$ cat src/rtl/muldiv_ctrl.sv
// Sequencer between EX and the multi-cycle mul/div units; owns the architectural HI/LO pair.
// Latency: start pulse one cycle after issue; HI/LO written on the edge where the unit's end flag is seen.
// Backpressure: stall holds IF..EX from issue until end (or flush/watchdog); mthi/mtlo never stall.
//
// Ports:
//   clk, reset          clock and synchronous active-high reset
//   flush               kill the EX instruction and any in-flight operation
//   ex_valid/ex_op      EX instruction valid and op code (div/divu/mult/multu/mthi/mtlo)
//   ex_op1/ex_op2       rs/rt operands (ex_op1 also feeds mthi/mtlo)
//   stall, timeout      pipeline hold and one-cycle watchdog pulse
//   hi/lo               architectural HI/LO
//   mul_*/div_*         start pulses, signedness, latched operands, results and end flags
// Optional build macro: DIV_ZERO_SHORTCUT_EN (div/divu by zero bypasses the divider).
module muldiv_ctrl #(
  parameter int MAX_CYCLES = 64
) (
  input  logic        clk,
  input  logic        reset,
  input  logic        flush,
  input  logic        ex_valid,
  input  logic [2:0]  ex_op,
  input  logic [31:0] ex_op1,
  input  logic [31:0] ex_op2,
  output logic        stall,
  output logic [31:0] hi,
  output logic [31:0] lo,
  output logic        mul_start,
  output logic        mul_op,
  output logic        div_start,
  output logic        div_op,
  output logic [31:0] unit_op1,
  output logic [31:0] unit_op2,
  input  logic [63:0] mul_product,
  input  logic        mul_end,
  input  logic [63:0] div_result,
  input  logic        div_end,
  output logic        timeout
);

  localparam int CW = $clog2(MAX_CYCLES + 1);

  typedef enum logic [2:0] {S_IDLE, S_MUL_WAIT, S_DIV_WAIT, S_DRAIN, S_DZ} state_t;

  state_t        state_q, state_d;
  logic [31:0]   hi_q, hi_d, lo_q, lo_d;
  logic [31:0]   unit_op1_q, unit_op1_d, unit_op2_q, unit_op2_d;
  logic          mul_op_q, mul_op_d, div_op_q, div_op_d;
  logic          mul_start_q, mul_start_d, div_start_q, div_start_d;
  logic [CW-1:0] cnt_q, cnt_d;
  logic          drain_div_q, drain_div_d;  // which unit a DRAIN is waiting on

  // Op decode
  logic op_div, op_divu, op_mult, op_multu, op_mthi, op_mtlo;
  logic is_mul, is_div, issue, mt_ok, dz_hit, wd_fire, cur_end, in_wait, commit;

  assign op_div   = (ex_op == 3'b010);
  assign op_divu  = (ex_op == 3'b001);
  assign op_mult  = (ex_op == 3'b110);
  assign op_multu = (ex_op == 3'b101);
  assign op_mthi  = (ex_op == 3'b011);
  assign op_mtlo  = (ex_op == 3'b100);
  assign is_mul   = op_mult | op_multu;
  assign is_div   = op_div | op_divu;
  assign issue    = ex_valid & ~flush & (is_mul | is_div);
  assign mt_ok    = ex_valid & ~flush & ((state_q == S_IDLE) | (state_q == S_DRAIN));
  assign wd_fire  = (cnt_q == CW'(MAX_CYCLES));
  assign in_wait  = (state_q == S_MUL_WAIT) | (state_q == S_DIV_WAIT);

`ifdef DIV_ZERO_SHORTCUT_EN
  assign dz_hit = is_div & (ex_op2 == 32'd0);
`else
  assign dz_hit = 1'b0;
`endif

  // End flag of the unit the current state is listening to; ignored elsewhere.
  always_comb begin
    cur_end = 1'b0;
    case (state_q)
      S_MUL_WAIT: cur_end = mul_end;
      S_DIV_WAIT: cur_end = div_end;
      S_DRAIN:    cur_end = drain_div_q ? div_end : mul_end;
      default:    cur_end = 1'b0;
    endcase
  end

  // A flush in the same cycle as end still discards the result.
  assign commit = in_wait & cur_end & ~flush;

  // State register
  always_ff @(posedge clk) begin
    if (reset) state_q <= S_IDLE;
    else       state_q <= state_d;
  end

  // Next-state logic
  always_comb begin
    state_d = state_q;
    case (state_q)
      S_IDLE: begin
        if (issue) state_d = is_mul ? S_MUL_WAIT : (dz_hit ? S_DZ : S_DIV_WAIT);
      end
      S_MUL_WAIT, S_DIV_WAIT: begin
        if (cur_end || wd_fire) state_d = S_IDLE;
        else if (flush)         state_d = S_DRAIN;
      end
      S_DRAIN: begin
        if (cur_end || wd_fire) state_d = S_IDLE;
      end
      S_DZ:    state_d = S_IDLE;
      default: state_d = S_IDLE;
    endcase
  end

  // Outputs: stall and watchdog pulse, both forced low while reset is high.
  always_comb begin
    stall   = 1'b0;
    timeout = 1'b0;
    case (state_q)
      S_IDLE:  stall = issue;
      S_MUL_WAIT, S_DIV_WAIT: begin
        stall   = ~cur_end & ~flush & ~wd_fire;
        timeout = wd_fire & ~cur_end;
      end
      S_DRAIN: begin
        stall   = issue;  // new mul/div waits until the old unit is idle
        timeout = wd_fire & ~cur_end;
      end
      default: stall = 1'b0;
    endcase
    if (reset) begin
      stall   = 1'b0;
      timeout = 1'b0;
    end
  end

  // Datapath next values
  always_comb begin
    hi_d        = hi_q;
    lo_d        = lo_q;
    unit_op1_d  = unit_op1_q;
    unit_op2_d  = unit_op2_q;
    mul_op_d    = mul_op_q;
    div_op_d    = div_op_q;
    mul_start_d = 1'b0;
    div_start_d = 1'b0;
    cnt_d       = '0;
    drain_div_d = drain_div_q;

    if (state_q == S_IDLE && issue) begin
      unit_op1_d = ex_op1;
      unit_op2_d = ex_op2;
      if (is_mul) begin
        mul_op_d    = op_mult;
        mul_start_d = 1'b1;
      end else begin
        div_op_d    = op_div;
        div_start_d = ~dz_hit;
      end
    end

    if (in_wait || state_q == S_DRAIN) cnt_d = cnt_q + CW'(1);
    if (in_wait) drain_div_d = (state_q == S_DIV_WAIT);

    if (commit) {hi_d, lo_d} = (state_q == S_MUL_WAIT) ? mul_product : div_result;

    if (state_q == S_DZ && !flush) begin
      hi_d = unit_op1_q;
      lo_d = 32'hFFFF_FFFF;
    end

    if (mt_ok && op_mthi) hi_d = ex_op1;
    if (mt_ok && op_mtlo) lo_d = ex_op1;
  end

  always_ff @(posedge clk) begin
    if (reset) begin
      hi_q        <= '0;
      lo_q        <= '0;
      unit_op1_q  <= '0;
      unit_op2_q  <= '0;
      mul_op_q    <= 1'b0;
      div_op_q    <= 1'b0;
      mul_start_q <= 1'b0;
      div_start_q <= 1'b0;
      cnt_q       <= '0;
      drain_div_q <= 1'b0;
    end else begin
      hi_q        <= hi_d;
      lo_q        <= lo_d;
      unit_op1_q  <= unit_op1_d;
      unit_op2_q  <= unit_op2_d;
      mul_op_q    <= mul_op_d;
      div_op_q    <= div_op_d;
      mul_start_q <= mul_start_d;
      div_start_q <= div_start_d;
      cnt_q       <= cnt_d;
      drain_div_q <= drain_div_d;
    end
  end

  assign hi        = hi_q;
  assign lo        = lo_q;
  assign unit_op1  = unit_op1_q;
  assign unit_op2  = unit_op2_q;
  assign mul_op    = mul_op_q;
  assign div_op    = div_op_q;
  assign mul_start = mul_start_q;
  assign div_start = div_start_q;

endmodule

$ cat config.mk
export PLATFORM = sky130hd
export DESIGN_NAME = muldiv_ctrl
export DESIGN_NICKNAME = d
export VERILOG_FILES = /design/src/rtl/muldiv_ctrl.sv
export SDC_FILE = /design/constraint.sdc
export NUM_CORES = 1
export LEC_CHECK = 0
export CAP_MARGIN = 20
export CORE_MARGIN = 2
export CORE_UTILIZATION = 29
export CTS_BUF_LIST = sky130_fd_sc_hd__clkbuf_4 sky130_fd_sc_hd__clkbuf_8 sky130_fd_sc_hd__clkbuf_16
export CTS_CLUSTER_DIAMETER = 100
export DETAILED_ROUTE_END_ITERATION = 10
export GPL_ROUTABILITY_DRIVEN = 0
export MAX_ROUTING_LAYER = met4
export PLACE_DENSITY = 0.72
export SETUP_SLACK_MARGIN = 0.02
export SLEW_MARGIN = 20
export SYNTH_ARGS = -nofsm -noshare
export SYNTH_HDL_FRONTEND = slang
export SYNTH_SLANG_ARGS = --single-unit
export TNS_END_PERCENT = 10
$ cat constraint.sdc
create_clock -name clk -period 2.53 [get_ports clk]
set_input_delay 0.3795 -clock clk [delete_from_list [all_inputs] [get_ports clk]]
set_output_delay 0.3795 -clock clk [all_outputs]
set_load 0.02 [all_outputs]
==> Yosys cells after proc, flatten, opt, wreduce, memory -nomap -nowiden <==
Cells that the tools add are included.
{ "totals": {"output_inout_bits": 134, "reg_bits": 143} }
{ "op_classes": {"n_addsub": 1, "mux": 21, "bitwise": 19, "n_reduce_logical": 18, "n_eq_ne": 14} }
{ "ops": {"columns": ["op", "n"], "rows": [
  ["$mux 32", 6],
  ["$mux 64", 1],
  ["$eq 3x2->1 const B", 4],
  ["$eq 3x3->1 const B", 4],
  ["$mux 3", 4],
  ["$pmux 3 s3", 1],
  ["$and 1x1->1", 8],
  ["$reduce_or 2->1", 4],
  ["$add 7x1->7 const B", 1],
  ["$eq 7x7->1 const B", 1],
  ["$eq 3x1->1 const B", 2],
  ["$mux 1", 6],
  ["$not 1->1", 6],
  ["$reduce_bool 3->1", 2],
  ["$or 1x1->1", 5],
  ["$logic_and 1x1->1", 4],
  ["$reduce_and 2->1", 2],
  ["$logic_not 3->1", 1],
  ["$ne 3x3->1 const B", 1],
  ["$pmux 1 s3", 1],
  ["$reduce_and 3->1", 1],
  ["$reduce_or 3->1", 1],
  ["$logic_or 1x1->1", 2],
  ["$mux 2", 1],
  ["other kinds (4)", 4]
]} }

==> Logic depth before layout (Yosys ltp) <==
Gate-level depths: netlist of run 1.
{ "depth": {"word_depth": 7, "ltp_mapped": 9, "ltp_nobuf": 7} }

==> Least setup slack after synthesis of run 1 <==
OpenSTA, ideal clock, no wires.
{ "synth_timing": {"path_kind": "register -> output", "start": "reg state_q[0]", "end": "out timeout", "required_time_ps": 2151, "t_arrival_ps": 1759, "setup_slack_ps": 391, "path_stages_with_launch": 8, "cell_sequence": "dfxtp_1 inv_1 ha_1 or2_2 clkbuf_1 nor2_1 o21ai_0 nor3_1"} }
{ "synth_via": {"elab_chain_len": 6} }
{ "synth_rtl": {"columns": ["item", "line", "rtl"], "rows": [
  ["from (decl)", "44", "state_t state_q, state_d;"],
  ["from (signal assigned)", "92", "else state_q <= state_d;"],
  ["$eq 3x2->1 or $eq 3x1->1 (tied branches)", "78, 118", null],
  ["$pmux 1 s3", "78", "case (state_q)"],
  ["$not 1->1", "122, 126", null],
  ["$and 1x1->1", "122, 126", null],
  ["$mux 1 (*)", null, null],
  ["$mux 1 (*)", "130", "if (reset) begin"],
  ["to (decl)", "37", "output logic timeout"]
]} }
Every way passes the cells marked *; elsewhere a longest branch is shown, timed or not.

==> Final worst setup path of run 1 <==
{ "layout_timing": {"start": "reg cnt_q[0]", "end": "out stall"} }
{ "layout_via": {"elab_chain_len": 5} }
{ "layout_rtl": {"columns": ["item", "line", "rtl"], "rows": [
  ["from (decl)", "49", "logic [CW-1:0] cnt_q, cnt_d;"],
  ["from (signal assigned)", "196", "cnt_q <= cnt_d;"],
  ["$eq 7x7->1", "66", "assign wd_fire = (cnt_q == CW'(MAX_CYCLES));"],
  ["$not 1->1", "121", "stall = ~cur_end & ~flush & ~wd_fire;"],
  ["$and 1x1->1", "121", null],
  ["$pmux 1 s2", "118", "case (state_q)"],
  ["$mux 1", "130", null],
  ["to (decl)", "24", "output logic stall,"]
]} }
No other way between the ends.

==> results.ini, run 1 <==
[sta]
fin_ws_ps = 86.9
fin_crit_ps = 2440
worst_pin_slew_ps = 781
period_share_pct = 96.6
hold_viol_final = 0
setup_tns_ps = 0
relSlewSlack_pct = 48.0
setup_viol = 0
rsz0062_at_grt = true
drv_slew = 0
max_freq_ghz = 0.409
whs_ps = 404
skew_ps = 10.3

[synth]
syn_inst = 808
syn_area_um2 = 6440
synth_mux_area_share_pct = 10.3
synth_fa_ha_area_share_pct = 2.14
synth_xor_area_share_pct = 0.680
synth_top_cell_area_share_pct = 44.2
synth_top_family_by_area = compound AO/OA/AOI/OAI gates
avgSynthCellArea_um2 = 7.97
yosysTopAreaCell = dfxtp_1
synth_compound_area_share_pct = 19.5
yosys_warnings = 0
ys_seq_area_share_pct = 44.2
synthTopCellsByArea = dfxtp_1 44%, nand2_1 15%, mux2i_1 10%
synthDistinctLibCells = 33
ys_ff_latch = 142
synthSimpleGateAreaFrac_pct = 18.5
syn-num-nets = 1020

[layout]
utilization_pct = 49.9
post-route-cell-area_um2 = 10900
final_common_cell = clkdlybuf4s50_1
final_cell_mix = 331 x clkdlybuf4s50_1, 262 x nand2_1, 142 x dfxtp_1, 130 x a21oi_1, 66 x mux2i_1
antenna_cells = 0
fillers = 2122
area_growth_pct = 69.3
final_nets = 1341
drive_gt1_share_pct = 7.10
stdcell_count = 1421

[floorplanning]
core_area_um2 = 21800
start_util_pct = 29.5
num_rows = 54
die_x_um = 153
die_y_um = 153
die_area_um2 = 23400
ios = 335

[critical_path]
required_ps = 2150
end_kind = primary output
critPathKind = reg -> out
slowest_delay_ps = 500
cp_max_fo = 4
cp_data_arrival_time_ps = 2060
path_cells = inv_1, ha_1, or4b_4, o21ai_2, nor2_2, a31oi_1, nor3_1, buf_2
startpoint_type = flop
slowest_stage = or4b_4

[power]
ir_drop_uv = 442
p_seq_share_pct = 32.4
p_sw_mw = 2.42
cellPowerDensity_nw_per_um2 = 699
pwr-share-comb_pct = 33.8
cell_internal_pwr_mw = 5.19
finalPower_mw = 7.62
leakage_nw = 3.83
p_clk_share_pct = 33.8
sw_frac_of_total_pct = 31.8

[grt]
grt_pass1_vias = 6734
grt_use_total_pct = 20.6
grt-ovfl-total = 0
grt_max_degree = 72
antenna_found_initial = 0
grt_pass1_wl_um = 37100

[hold_path]
min_path_type = in -> reg

[drt]
wirelength_um = 24100
avgViaCountPerCell = 4.79
wl_per_cell_um = 17.0
route.detailed.drc = 0
detail-route-antenna-nets = 0
drt-initial-drc-count = 273
vias = 6810
dr.pass1.iters = 5

[placed_design]
placedCellCount = 1386
pre_cts_ws_ps = -135
hpwl_um = 17300
place_area_um2 = 10200
portBuffers = 334

[run_status]
outcome = complete, no violations

[clocking]
hold_buffers = 0
clk_pin_slew_ps = 70
clkLatencyLatePin_ps = 410
cts_tree = yes
cts_buffers = 17
cts_htree_levels = 4
cts.sinks = 142
clock_path_buffers = 2
cts_root_buf = clkbuf_16

[flow_run]
cap_viol_max_count = 0

## final cells by class
| cell class | count | area, µm² | share of cell area, % |
|---|---|---|---|
| Clock buffer | 18 | 433 | 3.97 |
| Clock inverter | 13 | 166 | 1.53 |
| Inverter | 10 | 37.5 | 0.345 |
| Multi-Input combinational cell | 593 | 3370 | 30.9 |
| Sequential cell | 142 | 2840 | 26.1 |
| Tap cell | 280 | 350 | 3.22 |
| Timing Repair Buffer | 365 | 3690 | 33.9 |
## path summary, 6_finish.rpt
| kind | end | cells past startpoint | slack [ps] | start |
|---|---|---|---|---|
| setup reg to reg | lo[23] | 8 | 310 | state_q[0] |
| hold / removal | cnt_q[1] | 4 | 400 | reset |
| hold reg to reg | lo[7] | 2 | 450 | lo[7] |
| setup / recovery | stall | 8 | 90 | cnt_q[0] |
## repair_timing
item / CTS / global route
resized for setup: 5 / 10
setup buffers: 0 / 2
endpoints found under the hold margin: 0 / 0
setup endpoints to repair: 2 / 25
pin swaps: 0 / 1
## logic make-up (layout without fill, tap and decap cells)
kind of cell / count (synthesis) / after routing
AOI/OAI and AO/OA: 210 / 210
adders and majority gates: 11 / 11
DFF: 142 / 142
buffers and inverters: 73 / 406
muxes: 66 / 66
and+or+nand+nor: 301 / 301
xor gates and xnor gates: 5 / 5
## worst max-delay path, delay by kind of cell (launching register included)
kind	cells	cell delay [ps]
buffers and inverters	2	220
AND/OR/NAND/NOR	3	640
AO/OA/AOI/OAI	2	330
adder cells (fa/ha/maj)	1	120
flip-flops	1	330
## per-layer routing
layer	part of all wire, %	GRT usage, %	up-vias
met2	48	34.1	237
met4	1.7	5.20	0
li1	-	-	3403
met3	8.1	6.61	26
met5	0	-	-
met1	42	24.2	3144
## power groups by stage
stage	registers [mW]	logic, mW	clock network, mW
after floorplan	2.66	1.25	0
after global placement	2.51	2.48	0
after detailed placement	2.52	2.50	0
after CTS	2.47	2.51	2.65
after global routing	2.48	2.80	2.74
final	2.47	2.57	2.58
## registers in the layout, summed over array words and instances, names as in the netlist
| signal | flops |
|---|---|
| unit_op1 | 32 |
| drain_div_q | 1 |
| div_op | 1 |
| mul_op | 1 |
| mul_start | 1 |
| cnt_q | 7 |
| hi | 32 |
| lo | 32 |
| unit_op2 | 32 |
| div_start | 1 |
| state_q | 2 |
## synth_stat cells (all sizes together)
library cell	number
a21boi	2
a21oi	131
a22o	1
a2bb2oi	1
a31oi	1
a32oi	1
and3	1
buf	31
clkbuf	32
dfxtp	142
ha	11
inv	10
mux2i	66
nand2	262
nand2b	3
nand3	4
nand3b	4
nor2	17
nor2b	2
nor3	4
nor3b	1
o211ai	64
o21ai	5
o22ai	1
o2bb2ai	1
o41ai	2
or2	2
or4b	1
xnor2	3
xor2	2
(Power assumes the default switching activity.)
==> run 2: changes to the inputs <==
- PLACE_DENSITY: 0.72 -> not set
==> results.ini, run 2 (synthesis results as in run 1) <==
[clocking]
cts_htree_levels = 4  ; unchanged
cts_tree = yes  ; unchanged
cts.sinks = 142  ; unchanged
clk_pin_slew_ps = 70  ; about the same
cts_buffers = 17  ; unchanged
clock_path_buffers = 2  ; unchanged
clkLatencyLatePin_ps = 410  ; about the same
cts_root_buf = clkbuf_16  ; unchanged
hold_buffers = 0  ; unchanged

[floorplanning]
die_y_um = 153  ; unchanged
start_util_pct = 29.5  ; unchanged
die_area_um2 = 23400  ; unchanged
ios = 335  ; unchanged
core_area_um2 = 21800  ; unchanged
num_rows = 54  ; unchanged
die_x_um = 153  ; unchanged

[critical_path]
slowest_delay_ps = 370  ; was 500 ps
timing.critical_path.depth = 8  ; unchanged
required_ps = 2150  ; about the same
reg2reg_from = state_q[1]  ; was state_q[0]
path_cells = inv_1, ha_4, a22o_1, o2bb2ai_2, nor2_2, a31oi_2, nor3_2, buf_4  ; was inv_1, ha_1, or4b_4, o21ai_2, nor2_2, a31oi_1, nor3_1, buf_2
slowest_stage = dfxtp_1  ; was or4b_4
cp_data_arrival_time_ps = 2030  ; was 2060 ps
rrSetupSlack_ps = 270  ; was 310 ps
cp-endpoint = stall  ; unchanged
cp_max_fo = 3  ; was 4
cp_num_buf_inv = 2  ; unchanged
critPathKind = reg -> out  ; unchanged
r2r_cells = 10  ; was 8
startpoint_type = flop  ; unchanged
r2r_end = hi[2]  ; was lo[23]
critical_path.top_delay_family = compound AO/OA/AOI/OAI gates  ; was simple AND/OR/NAND/NOR gates
crit_start = state_q[1]  ; was cnt_q[0]
end_kind = primary output  ; unchanged

[drt]
vias = 6797  ; was 6810
route.detailed.drc = 0  ; unchanged
avgViaCountPerCell = 4.77  ; was 4.79
wl_per_cell_um = 16.9  ; was 17.0 µm
detail-route-antenna-nets = 0  ; unchanged
drt-initial-drc-count = 251  ; was 273
dr.pass1.iters = 4  ; was 5
wirelength_um = 24100  ; about the same

[grt]
grt_use_total_pct = 20.8  ; was 20.6%
grt_pass1_wl_um = 37400  ; was 37100 µm
grt-ovfl-total = 0  ; unchanged
grt_max_degree = 75  ; was 72
antenna_found_initial = 0  ; unchanged
grt_pass1_vias = 6847  ; was 6734

[placed_design]
pre_cts_ws_ps = -175  ; was -135 ps
portBuffers = 334  ; unchanged
placedCellCount = 1393  ; was 1386
hpwl_um = 17600  ; was 17300 µm
place_area_um2 = 10300  ; was 10200 µm²

[layout]
stdcell_count = 1426  ; was 1421
utilization_pct = 50.0  ; was 49.9%
area_growth_pct = 69.7  ; was 69.3%
antenna_cells = 0  ; unchanged
final_cell_mix = 331 x clkdlybuf4s50_1, 262 x nand2_1, 139 x dfxtp_1, 130 x a21oi_1, 66 x mux2i_1  ; was 331 x clkdlybuf4s50_1, 262 x nand2_1, 142 x dfxtp_1, 130 x a21oi_1, 66 x mux2i_1
drive_gt1_share_pct = 8.12  ; was 7.10%
fillers = 2130  ; was 2122
post-route-cell-area_um2 = 10900  ; about the same
final_nets = 1345  ; was 1341
final_common_cell = clkdlybuf4s50_1  ; unchanged

[hold_path]
min_path_type = in -> reg  ; unchanged

[sta]
worst_pin_slew_ps = 818  ; was 781 ps
relSlewSlack_pct = 45.4  ; was 48.0%
period_share_pct = 95.1  ; was 96.6%
setup_tns_ps = 0  ; unchanged
rsz0062_at_grt = true  ; unchanged
skew_ps = 7.20  ; was 10.3 ps
hold_viol_final = 0  ; unchanged
setup_viol = 0  ; unchanged
fin_crit_ps = 2410  ; was 2440 ps
whs_ps = 311  ; was 404 ps
max_freq_ghz = 0.415  ; was 0.409 GHz
fin_ws_ps = 123  ; was 86.9 ps
drv_slew = 0  ; unchanged

[run_status]
outcome = complete, no violations  ; unchanged

[flow_run]
cap_viol_max_count = 0  ; unchanged

[power]
finalPower_mw = 7.61  ; was 7.62 mW
cellPowerDensity_nw_per_um2 = 696  ; was 699 nW/µm²
leakage_nw = 3.85  ; was 3.83 nW
ir_drop_uv = 513  ; was 442 µV

[run 2: changes by cell type in the layout (fill, tap and decap cells not counted), sizes merged]
cell / before / now
buf: 34 / 38
bufinv: 3 / 1
clkbuf: 18 / 17
clkinv: 5 / 2
clkinvlp: 3 / 2
inv: 12 / 20
[run 2: how the worst min path moves through the flow]
| stage | cells after the start | to | slack [ps] | from |
|---|---|---|---|---|
| 3_3_place_gp | 2 | lo[26] | 440 | lo[26] |
| 3_5_place_dp | 2 | hi[3] | 440 | hi[3] |
| 6_report | 3 | cnt_q[1] | 310 | reset |
| 4_1_cts | 3 | cnt_q[1] | 310 | reset |
| 2_1_floorplan | 1 | cnt_q[0] | 430 | cnt_q[0] |
| 5_1_grt | 3 | cnt_q[1] | 300 | reset |
[run 2: power breakdown]
part           internal [mW]  switching [mW]
sequential              2.39          0.0820
clock                   1.41            1.13
combinational           1.25            1.35
total                   5.05            2.56
[run 2: layout make-up]
cell class	count	area (µm²)	area share [%]
Timing Repair Buffer	369	3700	33.9
Tap cell	280	350	3.21
Multi-Input combinational cell	593	3400	31.1
Clock buffer	17	425	3.90
Inverter	10	37.5	0.344
Clock inverter	15	165	1.51
Sequential cell	142	2850	26.1
[run 2: tightest hold or removal path, cell delays in order]
cell and delay, ps:
buf_4 110, or2_4 160, nor2_1 40
[run 2: routing by layer]
metal  up-vias  part of all wire [%]  global-route usage [%]
met2       231                    49                    35.9
met4         0                   1.8                    5.25
met3        27                   6.9                    6.04
met1      3118                    42                    23.8
li1       3421                     -                       -
met5         -                     0                       -
[run 2: repair_timing]
item / 4_1_cts / 5_1_grt
gates resized for setup: 12 / 13
buffers inserted: 0 / 1
setup endpoints to repair: 2 / 2
hold endpoints to repair: 0 / 0
pin swaps: 0 / 4
